==> src/rtl/e1chbuf.sv <==
// e1chbuf: per-channel elastic byte buffer (21 circular FIFOs in one RAM) with ovf/udf pulses.
// Optional sticky per-channel alarms when E1CHBUF_ALARM_EN is defined.
module e1chbuf #(
  parameter int WID = 8,
  parameter int DEPTH_BIT = 3,
  localparam int NCHANEL = 21,
  localparam int CHNBIT = 5
) (
  input  logic                 clk,
  input  logic                 rst,
  input  logic [CHNBIT-1:0]    iid,
  input  logic [WID-1:0]       di,
  input  logic                 divld,
  input  logic [CHNBIT-1:0]    rid,
  input  logic                 rreq,
  output logic [WID-1:0]       dout,
  output logic                 dovld,
  output logic [DEPTH_BIT:0]   fill,
  output logic                 ovf,
  output logic                 udf
`ifdef E1CHBUF_ALARM_EN
  ,
  input  logic                 almclr,
  output logic [NCHANEL-1:0]   ovfalm,
  output logic [NCHANEL-1:0]   udfalm
`endif
);
  localparam int DEPTH = 1 << DEPTH_BIT;
  localparam logic [DEPTH_BIT:0] FULL = (DEPTH_BIT+1)'(DEPTH);
  logic [WID-1:0] mem [NCHANEL*DEPTH];
  logic [DEPTH_BIT-1:0] wp [NCHANEL];
  logic [DEPTH_BIT-1:0] rp [NCHANEL];
  logic [DEPTH_BIT:0] cnt [NCHANEL];
  logic wv, rv, wok, rok;
  always_comb begin
    wv = divld && (iid < CHNBIT'(NCHANEL));
    rv = rreq && (rid < CHNBIT'(NCHANEL));
    wok = wv && (cnt[iid] != FULL);
    rok = rv && (cnt[rid] != '0);
  end
  // Full/empty use start-of-cycle counts, so write and read never hit the same RAM slot.
  always_ff @(posedge clk)
    if (wok) mem[{iid, wp[iid]}] <= di;
  always_ff @(posedge clk or posedge rst)
    if (rst) begin
      for (int c = 0; c < NCHANEL; c++) begin
        wp[c] <= '0;
        rp[c] <= '0;
        cnt[c] <= '0;
      end
      dout <= '0;
      dovld <= 1'b0;
      fill <= '0;
      ovf <= 1'b0;
      udf <= 1'b0;
    end else begin
      for (int c = 0; c < NCHANEL; c++) begin
        if (wok && iid == CHNBIT'(c)) wp[c] <= wp[c] + DEPTH_BIT'(1);
        if (rok && rid == CHNBIT'(c)) rp[c] <= rp[c] + DEPTH_BIT'(1);
        if ((wok && iid == CHNBIT'(c)) != (rok && rid == CHNBIT'(c)))
          cnt[c] <= (wok && iid == CHNBIT'(c)) ? cnt[c] + (DEPTH_BIT+1)'(1) : cnt[c] - (DEPTH_BIT+1)'(1);
      end
      dout <= rok ? mem[{rid, rp[rid]}] : '0;
      dovld <= rok;
      fill <= rv ? cnt[rid] : '0;
      ovf <= wv && !wok;
      udf <= rv && !rok;
    end
`ifdef E1CHBUF_ALARM_EN
  logic [NCHANEL-1:0] ovfset, udfset;
  always_comb begin
    ovfset = (wv && !wok) ? NCHANEL'(1) << iid : '0;
    udfset = (rv && !rok) ? NCHANEL'(1) << rid : '0;
  end
  // A new event in the clear cycle still latches.
  always_ff @(posedge clk or posedge rst)
    if (rst) begin
      ovfalm <= '0;
      udfalm <= '0;
    end else begin
      ovfalm <= (almclr ? '0 : ovfalm) | ovfset;
      udfalm <= (almclr ? '0 : udfalm) | udfset;
    end
`endif
endmodule
==> config.mk <==
export PLATFORM = sky130hd
export DESIGN_NAME = e1chbuf
export DESIGN_NICKNAME = d
export VERILOG_FILES = /design/src/rtl/e1chbuf.sv
export SDC_FILE = /design/constraint.sdc
export NUM_CORES = 2
export LEC_CHECK = 0
export ABC_AREA = 0
export CORE_MARGIN = 2
export CORE_UTILIZATION = 45
export CTS_BUF_LIST = sky130_fd_sc_hd__clkbuf_16
export DETAILED_ROUTE_END_ITERATION = 12
export DONT_BUFFER_PORTS = 1
export SLEW_MARGIN = 40
export SYNTH_ARGS = -nofsm -noshare
export SYNTH_HDL_FRONTEND = slang
export SYNTH_SLANG_ARGS = --single-unit
==> constraint.sdc <==
create_clock -name clk -period 10.8 [get_ports clk]
set_input_delay 2.16 -clock clk [delete_from_list [all_inputs] [get_ports clk]]
set_output_delay 2.16 -clock clk [all_outputs]
set_load 0.1 [all_outputs]
==> reports/results.ini <==
[clock_tree]
clk_latency_ps=810
clock_sinks=1569
root_buffer=clkbuf_16
cts_tree=yes
ctsResizeCount=0
post_cts_buffers=0
htree_levels=4
postCtsHoldBufs=0
cts_buffers=162
clk_pin_slew_ps=60
cts_buffer_depth=3

[cells_and_area]
drive_gt1_frac=0.108
area_growth_pct=10.2
fin_nets=4694

[worst_setup_path]
cp_max_fo=71
crit_required_ps=11490
reg2reg_depth=8
setup.worst_path.class=input port to flip-flop
critPathCaptureType=flip-flop
arrival_ps=6510
start_kind=input port

[floorplanning]
core_area_sq_um=148000
fp.dieW_um=391
dieArea_sq_um=153000
rows=141
ios=37
initial_core_util=0.454
die_y_um=391

[timing]
hold_viol=0
rsz0062_at_grt=false
setup-violations-final=0
drv_slew=0
period_needed_ps=5820
timing.final.crit_share=0.539
fmax_mhz=172
fin_skew_ps=36.9
final.setup.tns_ps=0
worst_hold_slack_ps=467
worstMarginPinSlew_ps=918
relSlewSlack=0.388
fin_ws_ps=4980

[yosys]
synth_top_family_by_area=multiplexers
synth_fp_nets=4733
synthTopCellsByArea=edfxtp_1, dfrtp_1, mux2i_1, nand2_1, mux4_2
syn_inst=4606
netlist_area_sq_um=67300
synth-edff-count=1344
synth_fa_ha_area_frac=0.0219
ys_types=75
synth_ff_type=edfxtp_1
yosys_warnings=0
yosys.area.top_type_share=0.600
synth_simple_gate_area_frac=0.0904
async_flop_share=0.143
synth_area_leader_cell=edfxtp_1
synth-seq-cells=1569
synth.area.mux_share=0.117
avgSynthCellArea_sq_um=14.6
synth_compound_area_frac=0.0404
synth-seq-area-share=0.684
synth_xor_area_frac=0.0230

[power_and_ir_drop]
power.density_nw_per_um2=200
leakage_nw=26.2
total_power_mw=14.9
ir_drop_v=0.000184

[placed_design]
globalplace.congestion=0.872
pre_cts_ws_ps=4270
hpwl_um=109000
io_buffers=0

[min_path]
holdPathStages=1
hp-class=flip-flop to flip-flop

[run]
maxCapViolCount=0

[route]
route.detailed.drc=0
totalWireLength_um=182000
antenna_left=0
drt_iter0_markers=4353
first_pass_iters=6
viasPerCell=5.87
post_drt_wl_per_cell_um=27.4
via_count=38900

[grt]
grt_pass1_wl_um=264000
antenna_found_initial=5
grt_pass1_vias=37900
grtUsageTotal=0.237
grt_start_max_net_pins=169
grt-ovfl-total=0

[run_status]
status=finished, final reports clean

## cell type report
class	instances	area, sq um
Sequential cell	1569	46000
Timing Repair Buffer	60	584
Multi-Input combinational cell	2755	19900
Clock buffer	166	4150
Clock inverter	131	987
Tap cell	1930	2410
Fill cell	12400	73900
Inverter	19	78.8
Antenna cell	1	2.50
## kinds of logic after synthesis
| group | Yosys count |
|---|---|
| mux | 681 |
| compound gates | 413 |
| flops | 1569 |
| simple gates | 1390 |
| xor+xnor | 166 |
| buf+inv | 282 |
| fa+ha+maj | 105 |
## state kept, by name, summed over array words and instances, names as in the netlist
| signal | flops |
|---|---|
| cnt | 84 |
| dout | 8 |
| dovld | 1 |
| fill | 4 |
| mem | 1344 |
| ovf | 1 |
| rp | 63 |
| udf | 1 |
| wp | 63 |
## metrics by stage
stage               std cells   util  area [sq um]
floorplan                4606      -         67300
global placement         6331  0.465         68800
detailed placement       6331  0.465         68900
CTS                      6628  0.500         74000
global route             6630  0.501         74100
finish                   6631  0.501         74100
## critical path: stages
cell and delay, ps:
mux4_2 560, and2_4 190, a2111oi_4 440, or3_4 350
buf_6 590, nand2_1 390, o221ai_1 640, a21oi_1 240
nor3_1 410, a211oi_1 150, o31ai_1 270
## synth_stat cells, drive strengths merged, types with 6 or more instances
cell,count
nand4,21
buf,162
o221ai,35
nand3,335
a31oi,14
nand2,671
clkbuf,101
a41oi,15
and2,17
ha,84
edfxtp,1344
a21oi,123
nor3,23
o21ai,61
o2111ai,6
a22oi,18
a21boi,11
xor2,33
nor4,17
and3,27
mux4,79
nor4b,15
a211oi,25
a21o,29
mux2i,537
o22ai,35
dfrtp,225
fa,21
o31ai,16
mux2,65
nor2b,7
xnor2,133
inv,17
nor2,234
## where the power goes
part	switching [mW]	total (mW)	internal, mW
logic	1.22	2.14	0.926
registers	0.413	7.27	6.86
clock network	2.34	5.44	3.10
total	3.97	14.9	10.9
## placed cells by master, fill, tap and decap left out, types with 15 or more instances in the layout
master        n
and3_1       26
a21o_1       29
clkinv_1     31
nand4_1      21
o221ai_1     35
nand3_1     331
buf_4        47
clkinv_2     20
a211oi_1     25
mux4_2       75
clkbuf_16   166
o21ai_0      59
inv_1        66
edfxtp_1   1344
mux2i_1     537
o22ai_1      35
mux2_2       60
a41oi_1      15
xor2_1       33
fa_1         21
ha_1         84
nor2_1      198
nor3_1       21
a21oi_1     123
nor2_2       36
a22oi_1      18
dfrtp_1     218
nand2_1     660
o31ai_1      16
xnor2_1     121
## worst paths after layout
check                      slack [ps]   start    endpoint
max                              4980  rid[0]     dout[6]
min                               470  wp[50]      wp[50]
max reg2reg                      5840  cnt[8]  mem[86][7]
min reg2reg                       470  wp[50]      wp[50]
max in group asynchronous        8270     rst      cnt[4]
min in group asynchronous        1350     rst     cnt[60]
## metal layers
| metal | up-vias | track usage | share of wire | wire length (um) |
|---|---|---|---|---|
| met3 | 289 | 0.0391 | 0.074 | 13400 |
| met2 | 1511 | 0.374 | 0.47 | 85000 |
| met1 | 19900 | 0.334 | 0.42 | 77000 |
| li1 | 17200 | - | - | - |
| met4 | 0 | 0.0834 | 0.034 | 6150 |
| met5 | - | 0 | 0 | 0 |
No activity file was read; power rests on OpenSTA's default activity.
